==> src/rtl/reset_seq_if.sv <==
// Bundle of the reset sequencer's lock/request inputs and staged reset outputs.
interface reset_seq_if #(
  parameter int NUM_OUT = 3
) ();
  logic               pll_lock;
  logic               sw_rst_req;
  logic [NUM_OUT-1:0] rst_out;
  logic               ready;
  logic [7:0]         lock_loss_cnt;

  modport master (output pll_lock, sw_rst_req, input rst_out, ready, lock_loss_cnt);
  modport slave  (input pll_lock, sw_rst_req, output rst_out, ready, lock_loss_cnt);
endinterface

==> src/rtl/reset_seq.sv <==
// Staged reset sequencer: waits for a filtered PLL lock, stretches reset, then
// releases the domain resets one at a time, lowest bit first.
module reset_seq #(
  parameter int NUM_OUT     = 3,
  parameter int LOCK_CYCLES = 256,
  parameter int HOLD_CYCLES = 255,
  parameter int STAGE_GAP   = 16,
  parameter bit USE_LOCK    = 1'b1
) (
  input  logic        clk,
  input  logic        reset,
  reset_seq_if.slave  sif
);
  localparam int FW = $clog2(LOCK_CYCLES + 1);
  localparam int SW = $clog2(HOLD_CYCLES + 1);
  localparam int GW = $clog2(STAGE_GAP + 1);

  typedef enum logic [2:0] {HOLD, WAIT_LOCK, COUNT, STAGE, RUN} state_t;

  state_t             r_state, w_state;
  logic [FW-1:0]      r_filt, w_filt;
  logic [SW-1:0]      r_str, w_str;
  logic [GW-1:0]      r_gap, w_gap;
  logic [NUM_OUT-1:0] r_rst, w_rst, w_shift;
  logic               r_ready, w_ready;
  logic [7:0]         r_cnt, w_cnt;
  logic               w_loss, w_sw;

  // Bits release in ascending order, so one release is a left shift of the mask.
  assign w_shift = r_rst << 1;
  assign w_loss  = USE_LOCK && !sif.pll_lock &&
                   (r_state == COUNT || r_state == STAGE || r_state == RUN);
  assign w_sw    = sif.sw_rst_req && (r_state == STAGE || r_state == RUN);

  always_comb begin
    w_state = r_state;
    w_filt  = r_filt;
    w_str   = r_str;
    w_gap   = r_gap;
    w_rst   = r_rst;
    w_ready = r_ready;
    w_cnt   = r_cnt;
    if (w_loss) begin
      w_state = WAIT_LOCK;
      w_filt  = '0;
      w_rst   = '1;
      w_ready = 1'b0;
      if (r_cnt != 8'hFF) w_cnt = r_cnt + 8'd1;
    end else if (w_sw) begin
      w_state = COUNT;
      w_str   = '0;
      w_rst   = '1;
      w_ready = 1'b0;
    end else begin
      case (r_state)
        HOLD: begin
          w_filt  = '0;
          w_str   = '0;
          w_state = USE_LOCK ? WAIT_LOCK : COUNT;
        end
        WAIT_LOCK: begin
          if (!sif.pll_lock) begin
            w_filt = '0;
          end else if (r_filt == FW'(LOCK_CYCLES - 1)) begin
            w_state = COUNT;
            w_str   = '0;
            w_filt  = '0;
          end else begin
            w_filt = r_filt + FW'(1);
          end
        end
        COUNT: begin
          if (r_str == SW'(HOLD_CYCLES - 1)) begin
            w_rst   = w_shift;
            w_gap   = '0;
            w_state = (w_shift == '0) ? RUN : STAGE;
            w_ready = (w_shift == '0);
          end else begin
            w_str = r_str + SW'(1);
          end
        end
        STAGE: begin
          if (r_gap == GW'(STAGE_GAP - 1)) begin
            w_rst   = w_shift;
            w_gap   = '0;
            w_state = (w_shift == '0) ? RUN : STAGE;
            w_ready = (w_shift == '0);
          end else begin
            w_gap = r_gap + GW'(1);
          end
        end
        RUN:     ;
        default: w_state = HOLD;
      endcase
    end
  end

  always_ff @(posedge clk) begin
    if (reset) begin
      r_state <= HOLD;
      r_filt  <= '0;
      r_str   <= '0;
      r_gap   <= '0;
      r_rst   <= '1;
      r_ready <= 1'b0;
      r_cnt   <= '0;
    end else begin
      r_state <= w_state;
      r_filt  <= w_filt;
      r_str   <= w_str;
      r_gap   <= w_gap;
      r_rst   <= w_rst;
      r_ready <= w_ready;
      r_cnt   <= w_cnt;
    end
  end

  assign sif.rst_out       = r_rst;
  assign sif.ready         = r_ready;
  assign sif.lock_loss_cnt = r_cnt;
endmodule

==> src/flat_wrapper.sv <==
// flat-port wrapper written by rule: the top's interface ports become plain ports
module reset_seq_flat 
#(
  parameter int NUM_OUT     = 3,
  parameter int LOCK_CYCLES = 256,
  parameter int HOLD_CYCLES = 255,
  parameter int STAGE_GAP   = 16,
  parameter bit USE_LOCK    = 1'b1
)
  (clk, reset, sif_pll_lock, sif_sw_rst_req, sif_rst_out, sif_ready, sif_lock_loss_cnt);
  reset_seq_if #(.NUM_OUT(NUM_OUT)) sif_i ();
  input  logic clk;
  input  logic reset;
  input wire logic [$bits(sif_i.pll_lock)-1:0] sif_pll_lock;
  input wire logic [$bits(sif_i.sw_rst_req)-1:0] sif_sw_rst_req;
  output wire logic [$bits(sif_i.rst_out)-1:0] sif_rst_out;
  output wire logic [$bits(sif_i.ready)-1:0] sif_ready;
  output wire logic [$bits(sif_i.lock_loss_cnt)-1:0] sif_lock_loss_cnt;
  assign sif_i.pll_lock = sif_pll_lock;
  assign sif_i.sw_rst_req = sif_sw_rst_req;
  assign sif_rst_out = sif_i.rst_out;
  assign sif_ready = sif_i.ready;
  assign sif_lock_loss_cnt = sif_i.lock_loss_cnt;
  reset_seq #(.NUM_OUT(NUM_OUT), .LOCK_CYCLES(LOCK_CYCLES), .HOLD_CYCLES(HOLD_CYCLES), .STAGE_GAP(STAGE_GAP), .USE_LOCK(USE_LOCK)) u_core (.clk(clk), .reset(reset), .sif(sif_i));
endmodule
==> config.mk <==
export PLATFORM = sky130hd
export DESIGN_NAME = reset_seq_flat
export DESIGN_NICKNAME = d
export VERILOG_FILES = /design/src/rtl/reset_seq_if.sv /design/src/rtl/reset_seq.sv /design/src/flat_wrapper.sv
export SDC_FILE = /design/constraint.sdc
export NUM_CORES = 1
export LEC_CHECK = 0
export ABC_AREA = 1
export ABC_CLOCK_PERIOD_IN_PS = 1670
export CORE_MARGIN = 5
export CORE_UTILIZATION = 52
export DETAILED_ROUTE_END_ITERATION = 10
export GPL_TIMING_DRIVEN = 0
export MAX_ROUTING_LAYER = met4
export PLACE_DENSITY = 0.78
export SYNTH_ARGS = -nofsm -noshare
export SYNTH_HDL_FRONTEND = slang
export SYNTH_SLANG_ARGS = --single-unit
export TNS_END_PERCENT = 1
==> constraint.sdc <==
create_clock -name clk -period 1.67 [get_ports clk]
set_clock_uncertainty 0.2 [all_clocks]
set_input_delay 0.167 -clock clk [delete_from_list [all_inputs] [get_ports clk]]
set_output_delay 0.167 -clock clk [all_outputs]
set_load 0.01 [all_outputs]
; ---- Word level (Yosys, flattened, before mapping)
; Index checks and enable logic that the tools add are counted.
[totals]
out_inout_bits = 12
ff_bits = 37
word_cells = 85
in_bits = 4
[classes]
eq_ne = 23
addsub = 4
bitwise = 3
mux = 25
reduce_logical = 21
[ops]
columns = op, n
row1 = 8-bit 2-to-1 mux, 4
row2 = 8-bit one-hot mux with 3 select lines, 1
row3 = 3-bit 2-to-1 mux, 7
row4 = 5-bit AND reduction, 4
row5 = 9-bit 2-to-1 mux, 2
row6 = 9-bit one-hot mux with 2 select lines, 1
row7 = "8-bit by 1-bit adder with 8-bit output, second input constant", 2
row8 = 3-bit one-hot mux with 5 select lines, 1
row9 = "3-bit by 2-bit != test with 1-bit output, second input constant", 4
row10 = "4-bit by 2-bit != test with 1-bit output, second input constant", 3
row11 = 5-bit 2-to-1 mux, 2
row12 = 5-bit one-hot mux with 2 select lines, 1
row13 = "9-bit by 1-bit adder with 9-bit output, second input constant", 1
row14 = "9-bit by 8-bit == test with 1-bit output, second input constant", 1
row15 = "8-bit == test, second input constant", 1
row16 = "8-bit != test, second input constant", 1
row17 = "3-bit by 2-bit == test with 1-bit output, second input constant", 2
row18 = 3-bit zero test, 2
row19 = "2-bit != test, second input constant", 3
row20 = "3-bit by 1-bit != test with 1-bit output, second input constant", 2
row21 = 3-bit one-hot mux with 2 select lines, 1
row22 = "5-bit by 1-bit adder with 5-bit output, second input constant", 1
row23 = "5-bit by 4-bit == test with 1-bit output, second input constant", 1
row24 = "2-bit by 1-bit != test with 1-bit output, second input constant", 2
row25 = 17 further kinds, 26

; ---- Logic depth before layout (Yosys ltp)
; Gate-level depths: netlist of the first run.
[logic_depth]
word_depth = 6
mapped_depth = 13
ltp_nobuf = 13

; ---- Worst setup path after synthesis of the first run
; No wires, ideal clock.
[synth_path]
path_kind = register to register
start = register u_core.r_filt[0]
end = register u_core.r_str[7]
path_buffers = 1
path_stages_with_launch = 10
slack_ns = -0.001
setup_ns = 0.114
period_less_slack_ns = 1.671
arrival_time_ns = 1.357
required_ns = 1.356
path_cell_list = dfxtp_1 ha_1 nand2_1 nor2_1 nand3_1 nand2_2 nand3_2 buf_6 a21oi_1 nor2_1
[synth_via]
elab_chain_len = 3
[synth_rtl]
columns = item, line_no
row1 = from (decl), reset_seq.sv:21  ; logic [FW-1:0] r_filt, w_filt;
row2 = from (signal assigned), reset_seq.sv:109  ; r_filt <= w_filt;
row3 = 9-bit by 8-bit == test with 1-bit output, reset_seq.sv:64  ; end else if (r_filt == FW'(LOCK_CYCLES - 1)) begin
row4 = 3-bit by 1-bit != test with 1-bit output (no source line), n/a
row5 = 5-bit AND reduction (no source line), n/a
row6 = to (signal assigned), reset_seq.sv:110  ; r_str <= w_str;
row7 = to (decl), reset_seq.sv:22  ; logic [SW-1:0] r_str, w_str;
; Every way passes these cells.
; A chain may end at the register's enable or synchronous reset.

; ---- Final worst setup path of the first run
[layout_path]
start = register u_core.r_str[0]
end = register u_core.r_ready (netlist: u_core.sif.ready)
[layout_via]
elab_chain_len = 3
[layout_rtl]
columns = item, line_no
row1 = 8-bit == test, reset_seq.sv:73  ; if (r_str == SW'(HOLD_CYCLES - 1)) begin
row2 = 2-bit != test (no source line), n/a
row3 = 3-bit AND reduction (no source line), n/a
row4 = to (signal assigned), reset_seq.sv:113  ; r_ready <= w_ready;
row5 = to (decl), reset_seq.sv:25  ; logic r_ready, w_ready;
; Every way passes these cells.

==> results of run 1 <==
-- layout make-up --
class | count | area (um2) | area share (%)
well taps | 48 | 60.06 | 2.214
plain buffers | 3 | 20.02 | 0.7380
clock inverters | 2 | 37.54 | 1.384
clock buffers | 6 | 82.58 | 3.044
flip-flops and latches | 37 | 777.0 | 28.64
inverters | 37 | 151.4 | 5.581
multi-input cells | 218 | 1336 | 49.26
repair buffers | 26 | 247.7 | 9.133
-- cells by family (layout without fill, tap and decap cells) --
| kind of cell | Yosys count | count (layout) |
|---|---|---|
| xor+xnor | 8 | 8 |
| buf+inv | 40 | 74 |
| compound gates | 49 | 49 |
| flops | 37 | 37 |
| simple gates | 156 | 156 |
| fa+ha+maj | 5 | 5 |
-- stage by stage --
stage | utilization, % | cells | cell area [um2] | total power [mW]
after floorplan | - | 295 | 2009 | 1.720
after global placement | 60.18 | 358 | 2220 | 1.916
after detailed placement | 60.18 | 358 | 2220 | 1.928
after CTS | 67.44 | 374 | 2487 | 2.948
after global routing | 73.54 | 377 | 2713 | 3.326
final | 73.54 | 377 | 2713 | 3.137
-- tightest hold or removal path, stage by stage (launching register included) --
cell,delay [ps]
dfxtp_1,320
nand2_1,60
a21oi_1,50
-- timing repair --
| action | in CTS | in global routing |
|---|---|---|
| buffers inserted | 7 | 3 |
| cloned | 1 | 0 |
| pin swaps | 11 | 15 |
| endpoints found under the setup margin | 35 | 38 |
| endpoints found under the hold margin | 0 | 0 |
| gates resized for setup | 31 | 64 |
-- flip-flops by register name, indices dropped and copies added (netlist names) --
name	cells
u_core.r_filt	9
u_core.r_str	8
u_core.sif.lock_loss_cnt	8
u_core.r_gap	5
u_core.r_state	3
u_core.sif.rst_out	3
u_core.sif.ready	1
-- layer usage --
layer	up-vias	wire length, um	track usage (%)	part of all wire [%]
li1	1039	-	-	-
met1	934	2217	23.30	44
met2	43	2521	29.32	50
met3	11	196	5.679	3.9
met4	0	98	9.603	1.9
met5	-	0	-	0
-- worst paths after layout --
path | end | cells past startpoint | slack [ps]
max | u_core.sif.ready | 11 | 5
min | u_core.r_filt[3] | 2 | 260
max reg2reg | u_core.sif.ready | 11 | 5
min reg2reg | u_core.r_filt[3] | 2 | 260
-- power breakdown --
group,switching (mW),internal [mW]
Combinational,0.757,0.504
Clock,0.348,0.486
Sequential,0.0769,0.966
-- Yosys cell counts, drive strengths merged --
cell / instances
nor2: 38
nand2: 78
a21oi: 25
inv: 37
o21bai: 1
a21boi: 1
a31oi: 1
clkbuf: 1
buf: 2
nor3: 5
nand3: 23
xnor2: 4
dfxtp: 37
o21ai: 20
ha: 5
xor2: 4
and3: 1
nand4: 11
o21a: 1
==> summary.txt, run 1 <==
Logic synthesis
  – Multiplexer area fraction after synthesis: 0%
  – Area contributors post-synth: dfxtp_1 (37%), nand2_1 (13%), nor2_1 (6.4%), a21oi_1 (6.2%), inv_1 (5.6%)
  – #FFs+latches synth: 37
  – Synth Area in XOR/XNOR: 3.491%
  – Synth Area in Simple Gates: a little over a third
  – Syn Inst Count: between 200 and 300
  – Synth unique cells: 30
  – Synthesized cell area: approximately 0.002 mm2
  – Adder-cell share of the synthesized area: approximately 3.1%
  – Syn nets: around 300
  – Synth Area in Compound Gates: 13.40%
  – Syn Area/Cell: about 7 um2
  – Synth warn: 0
  – Top cell type's share of synthesized area: 36.91%
  – Yosys top cell by area: dfxtp_1
  – Post-synthesis sequential area ratio: a little under two fifths
  – Largest family of logic cells by synthesized area: simple AND/OR/NAND/NOR gates

Timing
  – Hold Slack: 263.6 ps
  – Final worst path period need: between 1500 and 2000 ps
  – # setup viols final: 0
  – Final WS setup: between 5 and 6 ps
  – Peak Freq: ~600 MHz
  – Worst slew pin tran: 628.2 ps
  – Hold Fails Final Rpt: 0
  – Setup TNS: 0 ps
  – Slew headroom: between 50% and 60%
  – Pins Over Slew Limit: 0
  – RSZ-0062 raised after global routing: yes
  – Final period utilization: ~100%

GRT
  – GR Overflow Total: 0
  – First-pass GRT wire length: 7.700 mm
  – Pin count of the biggest net entering global routing: 13
  – Initial antenna violation count: 0
  – Total track usage: between 15 and 20%
  – Vias in the first global route: approximately 1800

Placed design
  – Dpl ws: -174.5 ps
  – DP HPWL: just over 3 mm
  – Port buffer count: 15
  – Gp weighted congestion: 0.8706

Job
  – Max-cap viol count: 0

Detailed routing
  – Detailed Route WL: 5.034 mm
  – ANT nets after route: 0
  – Detailed Routing Iterations Pass 1: 4
  – Via-to-Cell Ratio: about 5.4
  – 1st-iter DRT viols: 124
  – Mean routed wirelength per cell: around 13 um
  – Via count: roughly 2000
  – DRC errors left: 0

Die
  – Full die area: 0.005202 mm2
  – Placeable core area: ~0.0037 mm2
  – Die Span Y: just over 70 um
  – Initial Util: roughly 54%
  – IO Pins: 16
  – Die W: about 72 um
  – # rows: 22

Layout
  – Area delta synth->final: 35.16%
  – Most frequent cells in the layout: nand2_1 (61), nor2_1 (27), inv_1 (26)
  – Fill cells: roughly 280
  – # diodes: 0
  – Commonest non-fill, non-tap cell in the layout: nand2_1
  – Fraction of layout cells with a size suffix above 1: 30.40%
  – Nets: ~340

Worst hold path
  – Hold path start: u_core.r_filt[3]
  – Tightest Hold Check Type: register to register

Clock network
  – CTS max path bufs: 2
  – CTS Root Cell: clkbuf_8
  – CTS tree: yes
  – Num CTS Buffers: 5
  – Worst skew pair latency: 300 ps
  – CTS sink count: 37
  – Hold Buf Count CTS: 0
  – H-tree lvl count: 2
  – CTS clock-pin slew for the worst setup and hold paths: around 80 ps

Setup path
  – Cell-by-cell trace of the critical path: inv_2, ha_4, nand2_2, nor2_2, nand2_2, o21ai_4, nand2_2, inv_2, nand2_2, o21ai_1, nor2_1
  – Critical path's top delay family: simple AND/OR/NAND/NOR gates
  – Arrival @ worst endpoint: 1660 ps
  – CP max-delay cell: dfxtp_2
  – Slowest cell delay on critical path: about 330 ps
  – Most used cell, CP: nand2_2
  – Startpoint Class: register
  – Worst EP required: ~1700 ps
  – CP Buf/Inv Count: 2
  – Setup CP Type: register to register
  – CP Capture Type: register
  – Reg-to-Reg Start: u_core.r_str[0]
  – Critical path fanouts, max: 4
  – Worst setup startpoint: u_core.r_str[0]

Status
  – Status: complete, no violations

Power and ir drop
  – Maximum vdd drop: between 0.7 and 0.8 mV
  – Pwr Density: between 1000 and 1500 mW/mm2
  – Leak pwr: 1.052 nW
No activity file was read; power rests on OpenSTA's default activity.
==> run 2, diff against run 1 <==
--- a/config.mk
+++ b/config.mk
@@ -7,6 +7,7 @@
 export LEC_CHECK = 0
 export ABC_AREA = 1
 export ABC_CLOCK_PERIOD_IN_PS = 1670
+export CAP_MARGIN = 10
 export CORE_MARGIN = 5
 export CORE_UTILIZATION = 52
 export DETAILED_ROUTE_END_ITERATION = 10
==> constraint.sdc (replaced) <==
create_clock -name clk -period 1.67 [get_ports clk]
set_clock_uncertainty 0.2 [all_clocks]
set_input_delay 0.167 -clock clk [delete_from_list [all_inputs] [get_ports clk]]
set_output_delay 0.167 -clock clk [all_outputs]
set_load 0.02 [all_outputs]
==> run 2 against run 1 <==
  * The run now ends with setup timing left
  * Core utilization fell by 1.5 points
  * Combinational power barely moved
  * Non-clock buffer count increased by 5
  * Sequential power is essentially flat
  * Fmax is 4.6% lower
  * Die area unchanged
  * Worst hold slack improved by 18 ps
  * Routed wire length shrank 3.3%
  * First-iteration DRC count grew 21%
  * Critical endpoint is now u_core.r_gap[4]
  * Largest cell class unchanged
==> summary.txt, run 2 (synthesized netlist as in run 1, its figures left out) <==
Layout
  – Area delta synth->final: 32.48%
  – Nets: 342
  – Max FFs per register: 9
  – Most frequent cells in the layout: nand2_1 (61), nor2_1 (29), inv_1 (28)
  – Design area: roughly 0.0027 mm2
  – Reg with most FFs: u_core.r_filt
  – Final Instance Count excl. Fillers: around 380
  – Fraction of layout cells with a size suffix above 1: about 27%
  – # diodes: 0
  – Commonest non-fill, non-tap cell in the layout: nand2_1

Die
  – Initial Util: between 50% and 60%
  – # rows: 22
  – Full die area: ~0.0052 mm2
  – IO Pins: 16
  – Die Span Y: approximately 70 um
  – Die W: slightly above 70 um
  – Placeable core area: between 0.003 and 0.004 mm2

Setup path
  – CP Capture Type: register
  – Startpoint Class: register
  – Critical path fanouts, max: 5
  – Setup CP Type: register to register
  – Worst EP required: about 1700 ps
  – Arrival @ worst endpoint: 1720 ps

Power and ir drop
  – Pwr Density: roughly 1100 mW/mm2
  – Maximum vdd drop: roughly 0.64 mV
  – Leak pwr: 1.066 nW
  – Total power: around 2.9 mW

Timing
  – RSZ-0062 raised after global routing: yes
  – # setup viols final: 17
  – Peak Freq: about 570 MHz
  – Final worst path period need: between 1500 and 2000 ps
  – Final period utilization: 104.5%
  – Hold Slack: around 280 ps
  – Hold Fails Final Rpt: 0
  – Worst slew pin tran: 546.2 ps
  – Final WS setup: -75.64 ps
  – Pins Over Slew Limit: 0
  – Setup TNS: -746.4 ps
  – Slew headroom: a little under two thirds

GRT
  – Vias in the first global route: between 1500 and 2000
  – Total track usage: between 10% and 20%
  – Pin count of the biggest net entering global routing: 11
  – First-pass GRT wire length: between 7 and 8 mm
  – Initial antenna violation count: 0
  – GR Overflow Total: 0

Clock network
  – CTS max path bufs: 2
  – CTS clock-pin slew for the worst setup and hold paths: around 70 ps
  – Hold Buf Count CTS: 0
  – Num CTS Buffers: 5
  – CTS Root Cell: clkbuf_8
  – H-tree lvl count: 2
  – CTS sink count: 37
  – Worst skew pair latency: 290 ps
  – CTS tree: yes

Detailed routing
  – DRC errors left: 0
  – Via-to-Cell Ratio: about 5.4
  – Via count: approximately 2000
  – Detailed Route WL: between 4 and 5 mm
  – Detailed Routing Iterations Pass 1: 4
  – Mean routed wirelength per cell: around 13 um
  – 1st-iter DRT viols: 150
  – ANT nets after route: 0

Placed design
  – DP HPWL: ~3.1 mm
  – Gp weighted congestion: 0.8748
  – Port buffer count: 15
  – Placed Instances: roughly 360
  – Area after DPL: ~0.0022 mm2

Job
  – Max-cap viol count: 0

Status
  – Failing checks: setup timing
  – Status: finished with violations

Worst hold path
  – Tightest Hold Check Type: register to register
## run 2: critical path, cell delays in order, from the launching register on
cell and delay (ps):
dfxtp_1 390, nand2_1 100, nor2_1 220, nand2_2 140
o21ai_4 180, nand2_2 120, inv_2 110, nand2_2 50
nand3_1 70, inv_1 40
## run 2: where the power goes
part	internal, mW	switching, mW	total (mW)
combinational	0.503	0.754	1.26
clock	0.327	0.295	0.622
sequential	0.967	0.0787	1.05
## run 2: cell type report
cell class | instances | area, um2
Timing Repair Buffer | 31 | 275.3
Sequential cell | 37 | 758.2
Buffer | 3 | 20.02
Fill cell | 304 | 1030
Inverter | 37 | 148.9
Tap cell | 48 | 60.06
Multi-Input combinational cell | 218 | 1310
Clock buffer | 7 | 86.33
## run 2: through the flow
step                utilization (%)  worst slack [ps]
floorplan                         -            -1.059
global placement              60.38            -198.2
detailed placement            60.38            -241.8
CTS                           66.42            -14.03
global route                  72.08            -129.3
finish                        72.08            -75.64
## run 2: repair_timing
| item | CTS | global route |
|---|---|---|
| endpoints found under the setup margin | 41 | 34 |
| cloned | 1 | 0 |
| pin swaps | 7 | 16 |
| setup buffers | 8 | 7 |
| resized for setup | 33 | 45 |
## run 2: final timing paths
path | start | endpoint | slack [ps] | cells past startpoint
min reg2reg | u_core.r_filt[3] | u_core.r_filt[3] | 280 | 2
max reg2reg | u_core.r_str[3] | u_core.r_gap[4] | -80 | 9
min | u_core.r_filt[3] | u_core.r_filt[3] | 280 | 2
max | u_core.r_str[3] | u_core.r_gap[4] | -80 | 9
## run 2: per-layer routing
| layer | part of all wire (%) | routed length, um | GRT usage (%) |
|---|---|---|---|
| met3 | 4.0 | 197 | 4.709 |
| met4 | 0.64 | 31 | 5.637 |
| met2 | 51 | 2468 | 31.45 |
| met5 | 0 | 0 | - |
| met1 | 45 | 2173 | 23.40 |
==> run 3, diff against run 2 <==
--- a/config.mk
+++ b/config.mk
@@ -14,6 +14,7 @@
 export GPL_TIMING_DRIVEN = 0
 export MAX_ROUTING_LAYER = met4
 export PLACE_DENSITY = 0.78
+export SETUP_SLACK_MARGIN = 0.02
 export SYNTH_ARGS = -nofsm -noshare
 export SYNTH_HDL_FRONTEND = slang
 export SYNTH_SLANG_ARGS = --single-unit
==> run 3 against run 2 <==
  * The flow still finishes with violations (setup timing)
  * Via count shrank 1.8%
  * Count of clock-buffer cells in the layout is the same
  * Setup slack better by 48 ps
  * First-iteration DRC count is 14% lower
  * Sequential share of layout area grew 0.50 points
  * Cell count is 0.52% lower
  * Core utilization up 0.41 points
  * Combinational power barely moved
  * Clock power rose by 1%
  * Power increased by 0.77%
  * Register-to-register slack better by 50 ps
  * Largest power group unchanged
  * Highest routed layer unchanged
==> summary.txt, run 3 (synthesized netlist as in run 1, its figures left out) <==
Setup path
  – CP Capture Type: register
  – Setup CP Type: register to register
  – Critical path fanouts, max: 4
  – Reg-to-Reg Start: u_core.r_str[0]
  – Startpoint Class: register
  – Arrival @ worst endpoint: 1680 ps
  – Worst EP required: between 1500 and 2000 ps
  – Worst setup startpoint: u_core.r_str[0]

Timing
  – Setup TNS: -49.68 ps
  – Slew headroom: roughly two thirds
  – Worst slew pin tran: 518.8 ps
  – Peak Freq: a little under 600 MHz
  – Final WS setup: -27.71 ps
  – Hold Slack: 267.4 ps
  – Hold Fails Final Rpt: 0
  – RSZ-0062 raised after global routing: yes
  – Pins Over Slew Limit: 0
  – Final period utilization: 101.7%
  – Final worst path period need: between 1500 and 2000 ps
  – # setup viols final: 3

Placed design
  – Gp weighted congestion: between 0.8 and 0.9
  – Dpl ws: -162.0 ps
  – Port buffer count: 15
  – DP HPWL: approximately 3.0 mm

Clock network
  – Num CTS Buffers: 5
  – CTS sink count: 37
  – CTS max path bufs: 2
  – CTS tree: yes
  – CTS clock-pin slew for the worst setup and hold paths: around 70 ps
  – H-tree lvl count: 2
  – CTS Root Cell: clkbuf_8
  – Worst skew pair latency: ~290 ps

GRT
  – Met3 Usage GRT: 5.125%
  – First-pass GRT wire length: about 7.5 mm
  – Initial antenna violation count: 0
  – Met1 Resource Use GR: around 23%
  – Total track usage: a little under a fifth
  – Pin count of the biggest net entering global routing: 11
  – Busiest grt layer: met2
  – GR Overflow Total: 0
  – Vias in the first global route: between 1500 and 2000
  – Global-route track usage on met2: between 20% and 30%

Die
  – Die Span Y: 72.13 um
  – Die W: a little over 70 um
  – # rows: 22
  – Placeable core area: between 0.003 and 0.004 mm2
  – Full die area: about 0.0052 mm2
  – Initial Util: around 54%
  – IO Pins: 16

Power and ir drop
  – Comb pwr share: 43.1%
  – Clock power share: a little over a fifth
  – Pwr Density: 1102 mW/mm2
  – Switching part of the total: 38.86%
  – Leak pwr: 1.096 nW
  – Maximum vdd drop: a little over 0.6 mV
  – Internal: around 1.8 mW
  – Share of power burned in registers: around 36%
  – Switching power: between 1 and 1.5 mW

Layout
  – Fill cells: 304
  – # diodes: 0
  – Nets: 340
  – Most frequent cells in the layout: nand2_1 (62), nor2_1 (28), inv_1 (27)
  – Commonest non-fill, non-tap cell in the layout: nand2_1
  – Max FFs per register: 9
  – Area delta synth->final: 33.23%
  – Fraction of layout cells with a size suffix above 1: 27.49%
  – Reg with most FFs: u_core.r_filt

Status
  – Status: finished with violations
  – Failing checks: setup timing

Detailed routing
  – ANT nets after route: 0
  – Via-to-Cell Ratio: 5.298
  – Mean routed wirelength per cell: 12.56 um
  – DRC errors left: 0
  – Detailed Routing Iterations Pass 1: 4
  – Via count: about 2000
  – 1st-iter DRT viols: ~130
  – Detailed Route WL: approximately 4.8 mm

Worst hold path
  – Tightest Hold Check Type: register to register
  – Hold path start: u_core.r_filt[3]

Job
  – Max-cap viol count: 0
run 3: cell types whose count changed in the layout (fill, tap and decap cells not counted), moves of 3 or more:
cell and delta:
buf_4 -3, o21ai_1 -3, clkdlybuf4s50_1 -4, dfxtp_2 -4, o21ai_0 +3, dfxtp_4 +6
run 3: metal layers:
| layer | wire (um) | part of all wire [%] |
|---|---|---|
| met3 | 243 | 5.1 |
| met4 | 97 | 2.0 |
| met1 | 2115 | 44 |
| met2 | 2306 | 48 |
| met5 | 0 | 0 |
run 3: area by class of cell:
type / instances / area, um2 / area share [%]
Multi-Input combinational cell: 219 / 1323 / 49.46
Sequential cell: 37 / 775.7 / 29.01
Timing Repair Buffer: 28 / 255.2 / 9.546
Inverter: 37 / 153.9 / 5.756
Clock buffer: 7 / 86.33 / 3.229
Tap cell: 48 / 60.06 / 2.246
Buffer: 3 / 20.02 / 0.7487
run 3: through the flow:
stage / std cells / util [%] / power [mW] / area [um2]
2_1_floorplan: 295 / - / 1.743 / 2019
3_3_place_gp: 358 / 60.45 / 1.939 / 2230
3_5_place_dp: 358 / 60.45 / 1.952 / 2230
4_1_cts: 371 / 66.04 / 2.742 / 2436
5_1_grt: 379 / 72.49 / 3.150 / 2674
6_report: 379 / 72.49 / 2.947 / 2674
run 3: critical path, cell delays in order, from the launching register on:
cell and delay, ps:
dfxtp_2 320, inv_2 70, ha_4 130, nand2_2 50, nor2_2 120, nand2_2 110, o21ai_4 220, nand2_2 110
inv_2 90, nand2_2 60, o21ai_1 70, nor2_1 50
run 3: what timing repair did:
action | 4_1_cts | 5_1_grt
hold buffers | 0 | 0
pin swaps | 9 | 16
endpoints found under the setup margin | 40 | 39
gates resized for setup | 37 | 53
setup buffers | 5 | 7
gates cloned | 1 | 1
run 3: power groups by stage:
| stage | sequential (mW) | clock, mW | combinational (mW) |
|---|---|---|---|
| 2_1_floorplan | 1.06 | 0 | 0.682 |
| 3_3_place_gp | 1.05 | 0 | 0.892 |
| 3_5_place_dp | 1.05 | 0 | 0.906 |
| 4_1_cts | 1.03 | 0.647 | 1.07 |
| 5_1_grt | 1.06 | 0.698 | 1.39 |
| 6_report | 1.05 | 0.628 | 1.27 |
run 3: worst paths after layout:
path / endpoint / slack [ps] / cells past startpoint
max: u_core.sif.ready / -30 / 11
max reg2reg: u_core.sif.ready / -30 / 11
min: u_core.r_filt[3] / 270 / 2
min reg2reg: u_core.r_filt[3] / 270 / 2
==> variant 1: new RTL, config.mk and constraints of run 2 <==
`STAGE_GAP` is set to 16 in 2 places; all go to 32.
--- a/src/rtl/reset_seq.sv
+++ b/src/rtl/reset_seq.sv
@@ -4,7 +4,7 @@
   parameter int NUM_OUT     = 3,
   parameter int LOCK_CYCLES = 256,
   parameter int HOLD_CYCLES = 255,
-  parameter int STAGE_GAP   = 16,
+  parameter int STAGE_GAP   = 32,
   parameter bit USE_LOCK    = 1'b1
 ) (
   input  logic        clk,
--- a/src/flat_wrapper.sv
+++ b/src/flat_wrapper.sv
@@ -4,7 +4,7 @@
   parameter int NUM_OUT     = 3,
   parameter int LOCK_CYCLES = 256,
   parameter int HOLD_CYCLES = 255,
-  parameter int STAGE_GAP   = 16,
+  parameter int STAGE_GAP   = 32,
   parameter bit USE_LOCK    = 1'b1
 )
   (clk, reset, sif_pll_lock, sif_sw_rst_req, sif_rst_out, sif_ready, sif_lock_loss_cnt);
Function: no difference found for any inputs over 10 cycles, from zero or initial values and one cycle with reset high; that may be too few to reach the edited logic, so the function may still have changed.
==> variant 1 against run 2 <==
  * The run still ends with setup timing left
  * Setup slack worse by 0.026 ns
  * Sequential share of layout area down 0.088 points
  * Clock power up 5.9%
  * First-iteration DRC count down 4.0%
  * Total power up 23%
  * Worst hold slack worse by 0.14 ns
  * Routed wire length up 6.4%
  * Design area up 4.3%
  * Sequential cell count up 1
  * Global-route usage down 0.96 points
  * Via count up 3.9%
  * Synthesized area up 6.1%
  * Non-clock buffer count down 9
  * Critical path type unchanged
==> variant 1: results (changes against run 2) <==
stage	metric	value	unit	change
grt	largest net degree at the start of global routing	12		was 11
yosys	Synth Area in Compound Gates	10.3	%	was 13.4%
layout	Design Area, Final	2770	sq um	was 2660 sq um
drt	post-DR vias/cell	5.36		was 5.37
sta	Hold Slack	0.137	ns	was 0.282 ns
setup_path	CP max FO	8		was 5
setup_path	Largest stage delay, worst path	0.35	ns	was 0.39 ns
drt	mean routed wirelength per cell	13.1	microns	was 12.8 microns
grt	first-pass GRT wire length	7.79	mm	was 7.95 mm
setup_path	FF-to-FF path depth	10		was 9
grt	vias in the first global route	1879		was 1,866
hold_path	hold path depth	2		unchanged
yosys	syn nets	323		was 304
power_and_ir_drop	Worst VDD drop	0.755	mV	was 0.644 mV
place	pre-CTS setup slack	-0.256	ns	was -0.242 ns
sta	Final setup viols	12		was 17
place	placed instance area	2340	sq um	was 2230 sq um
yosys	synth top area cells	dfxtp_1, nand2_1, nor2_1		unchanged
drt	Routed WL	5.18	mm	was 4.87 mm
power_and_ir_drop	P_leak	1.11	nW	was 1.07 nW
hold_path	Hold WC Path Type	in2reg		was reg2reg
yosys	sequential area share after synthesis	35.7	%	was 36.9%
sta	final worst slack	-0.102	ns	was -0.0756 ns
place	placed instance count	378		was 358
grt	total track usage	18.3	%	was 19.2%
hold_path	Hold Path End	u_core.sif.lock_loss_cnt[5]$_SDFFE_PP0P_		was u_core.r_filt[3]$_SDFFE_PP0P_
place	HPWL after detailed placement	3.16	mm	was 3.08 mm
place	# port buffers	14		was 15
yosys	Mapped Cells	314		was 295
sta	Worst-Margin Slew	0.554	ns	was 0.546 ns
grt	initial antenna violation count	0		unchanged
yosys	Yosys top cell area share	35.7	%	was 36.9%
yosys	synth cell count leaders	nand2_1, nor2_1, dfxtp_1		was nand2_1, dfxtp_1, nor2_1
setup_path	worst r2r src	u_core.r_state[0]$_SDFFE_PP0P_		was u_core.r_str[3]$_SDFFE_PP0P_
yosys	Post-Synth Adder-Cell Area	2.94	%	was 3.12%
layout	Nets	354		was 342
sta	setup_tns	-0.472	ns	was -0.746 ns
place	Final Wtd Congestion	0.920		was 0.875
hold_path	Hold Path Origin	reset		was u_core.r_filt[3]$_SDFFE_PP0P_
yosys	post-synthesis mux area share	0	%	unchanged
status	failing checks	setup timing		unchanged
yosys	count of different cell masters after synthesis	32		was 30
status	outcome	finished with violations		unchanged
layout	fraction of layout cells with a size suffix above 1	25.7	%	was 27.0%
drt	DR iter-0 viols	144		was 150
setup_path	crit-path leading delay family	simple AND/OR/NAND/NOR gates		unchanged
cts	clock transition at the registers of the reported paths	0.08	ns	
yosys	post-synthesis xor/xnor area fraction	3.70	%	was 3.49%
layout	Fillers	323		was 304
## variant 1: timing repair
item                       in CTS  in global routing
gates cloned                    0                  2
setup endpoints to repair      35                 38
resized for setup              30                 45
buffers inserted                2                  6
pin swaps                       5                 13
## variant 1: layout make-up
type / count / share of cell area (%)
sequential: 38 / 28.4
inverter: 35 / 5.10
tap: 50 / 2.26
clock inverter: 1 / 0.181
timing repair buffer: 22 / 7.81
buffer: 3 / 0.677
multi-input combinational: 240 / 52.4
clock buffer: 7 / 3.11
## variant 1: where the power goes
part           internal [mW]  switching, mW  total (mW)  leakage [nW]
registers               1.02          0.118        1.14         0.315
clock network          0.333          0.326       0.659        0.0482
logic                  0.660           1.15        1.81         0.745
total                   2.02           1.59        3.61          1.11
## variant 1: per-layer routing
metal  GRT usage (%)  vias up  part of all wire (%)
met1            22.8      958                    44
met4            6.44        0                   2.0
met5               -        -                     0
li1                -     1085                     -
met2            29.4       68                    49
met3            3.51       13                   4.8
==> variant 2: new RTL, settings of run 2 <==
Without the edit above. The 5 states of `state_t` get a one-hot encoding in 5 bits.
--- a/src/rtl/reset_seq.sv
+++ b/src/rtl/reset_seq.sv
@@ -15,7 +15,7 @@
   localparam int SW = $clog2(HOLD_CYCLES + 1);
   localparam int GW = $clog2(STAGE_GAP + 1);
 
-  typedef enum logic [2:0] {HOLD, WAIT_LOCK, COUNT, STAGE, RUN} state_t;
+  typedef enum logic [4:0] {HOLD = 5'b00001, WAIT_LOCK = 5'b00010, COUNT = 5'b00100, STAGE = 5'b01000, RUN = 5'b10000} state_t;
 
   state_t             r_state, w_state;
   logic [FW-1:0]      r_filt, w_filt;
Behaviour: same outputs for any inputs over 10 cycles, from zero or initial values and one cycle with reset high; not proved beyond that.
==> variant 2 against run 2 <==
  * The run still ends with setup timing left
  * Design area grew 5.8%
  * Routed wire length is essentially flat
  * Combinational power grew 17%
  * Total power grew 22%
  * Sequential cell count grew 2
  * Synthesized area grew 8.4%
  * Setup slack lost 0.025 ns
  * Final cell count grew 3.4%
==> variant 2: results (changes against run 2) <==
stage	metric	value	unit	change
layout	Top reg by flops	u_core.r_filt		unchanged
drt	DRC violation count after routing	0		unchanged
layout	fin util	69.8	%	was 72.1%
grt	vias in the first global route	1875		was 1,866
place	HPWL after detailed placement	3.29	mm	was 3.08 mm
status	failing checks	setup timing		unchanged
hold_path	Hold WC Path Type	reg2reg		unchanged
place	pre-CTS setup slack	-0.228	ns	was -0.242 ns
status	outcome	finished with violations		unchanged
yosys	synth cell count leaders	nand2_1, nor2_1, dfxtp_1		was nand2_1, dfxtp_1, nor2_1
setup_path	Largest stage delay, worst path	0.35	ns	was 0.39 ns
setup_path	Critical Path Slowest Stage Cell	dfxtp_2		was dfxtp_1
place	placed instance area	2420	sq um	was 2230 sq um
place	Final Wtd Congestion	0.869		was 0.875
cts	CTS resizes	34		was 33
setup_path	CP arrival	1.78	ns	was 1.72 ns
drt	mean routed wirelength per cell	12.4	microns	was 12.8 microns
cts	Root Driver	clkbuf_8		unchanged
place	placed instance count	371		was 358
sta	Worst-Margin Slew	0.608	ns	was 0.546 ns
sta	final worst slack	-0.101	ns	was -0.0756 ns
grt	total track usage	19.3	%	was 19.2%
drt	post-DR vias/cell	5.26		was 5.37
layout	max reg flops	9		unchanged
setup_path	crit-path leading delay family	simple AND/OR/NAND/NOR gates		unchanged
cts	CTS H-tree lvls	2		unchanged
cts	total CTS buffers	5		unchanged
layout	# diodes	0		unchanged
place	# port buffers	15		unchanged
yosys	yosys warns	0		unchanged
yosys	Mapped Cells	306		was 295
grt	largest net degree at the start of global routing	13		was 11
grt	GRT met2 Usage	29.8	%	was 31.4%
grt	met3 Resource Use GR	3.87	%	was 4.71%
power_and_ir_drop	P_leak	1.17	nW	was 1.07 nW
cts	clock buffer depth	2		unchanged
power_and_ir_drop	Worst VDD drop	0.702	mV	was 0.644 mV
cts	Worst-Skew Late Latency	0.29	ns	about the same
layout	Nets	352		was 342
yosys	synth top area cells	dfxtp_1, nand2_1, nor2_1		unchanged
layout	fraction of layout cells with a size suffix above 1	28.8	%	was 27.0%
yosys	sequential area share after synthesis	35.9	%	was 36.9%
cts	Post-CTS Setup Inserts	10		was 8
layout	Fillers	322		was 304
cts	clock transition at the registers of the reported paths	0.08	ns	
drt	Routed WL	4.87	mm	about the same
drt	DR iter-0 viols	129		was 150
yosys	Async SR Flop Fraction	0	%	unchanged
drt	drt first pass iters	4		unchanged
yosys	syn nets	315		was 304
yosys	count of different cell masters after synthesis	34		was 30
grt	first-pass GRT wire length	8.29	mm	was 7.95 mm
grt	M1 GR Usage	25.7	%	was 23.4%
sta	setup_tns	-1.09	ns	was -0.746 ns
sta	Final setup viols	25		was 17
setup_path	CP max FO	5		unchanged
grt	initial antenna violation count	0		unchanged
-- variant 2: cell types whose count changed in the layout (fill, tap and decap cells not counted), moves of 4 or more --
cell,change
nor2_1,+9
a21oi_1,-8
nand2_1,-8
nand4_1,-7
nor3_1,+7
clkdlybuf4s50_1,-4
dlymetal6s2s_1,+4
inv_4,-4
-- variant 2: routing by layer --
metal	up-vias	wire, microns	part of all wire, %
met1	948	2410	49
met4	0	78	1.6
met2	38	2190	45
li1	1079	-	-
met3	9	191	3.9
met5	-	0	0
-- variant 2: final timing paths --
check | slack, ns | startpoint | depth (start not counted) | end
setup reg to reg | -0.10 | u_core.r_state[0]$_SDFFE_PP1P_ | 10 | u_core.r_str[1]$_SDFFE_PP0P_
setup / recovery | -0.10 | u_core.r_state[0]$_SDFFE_PP1P_ | 10 | u_core.r_str[1]$_SDFFE_PP0P_
hold reg to reg | 0.26 | u_core.r_filt[8]$_SDFFE_PP0P_ | 2 | u_core.r_filt[8]$_SDFFE_PP0P_
hold / removal | 0.26 | u_core.r_filt[8]$_SDFFE_PP0P_ | 2 | u_core.r_filt[8]$_SDFFE_PP0P_
-- variant 2: layout make-up --
type	instances	area share, %
Buffer	4	0.978
Inverter	34	4.54
Timing Repair Buffer	30	10.0
Tap cell	50	2.22
Clock inverter	2	2.13
Multi-Input combinational cell	229	49.0
Clock buffer	6	2.58
Sequential cell	39	28.5
-- variant 2: cells by family after synthesis --
group | Yosys count | share of synthesized area [%]
adder cells (fa/ha/maj) | 5 | 2.88
XOR/XNOR | 6 | 2.42
AND/OR/NAND/NOR | 173 | 39.4
flip-flops | 39 | 35.9
buffers and inverters | 38 | 7.02
AO/OA/AOI/OAI | 45 | 12.4
-- variant 2: where the power goes --
group	switching, mW	internal, mW
clock	0.330	0.597
sequential	0.126	1.04
combinational	0.908	0.558
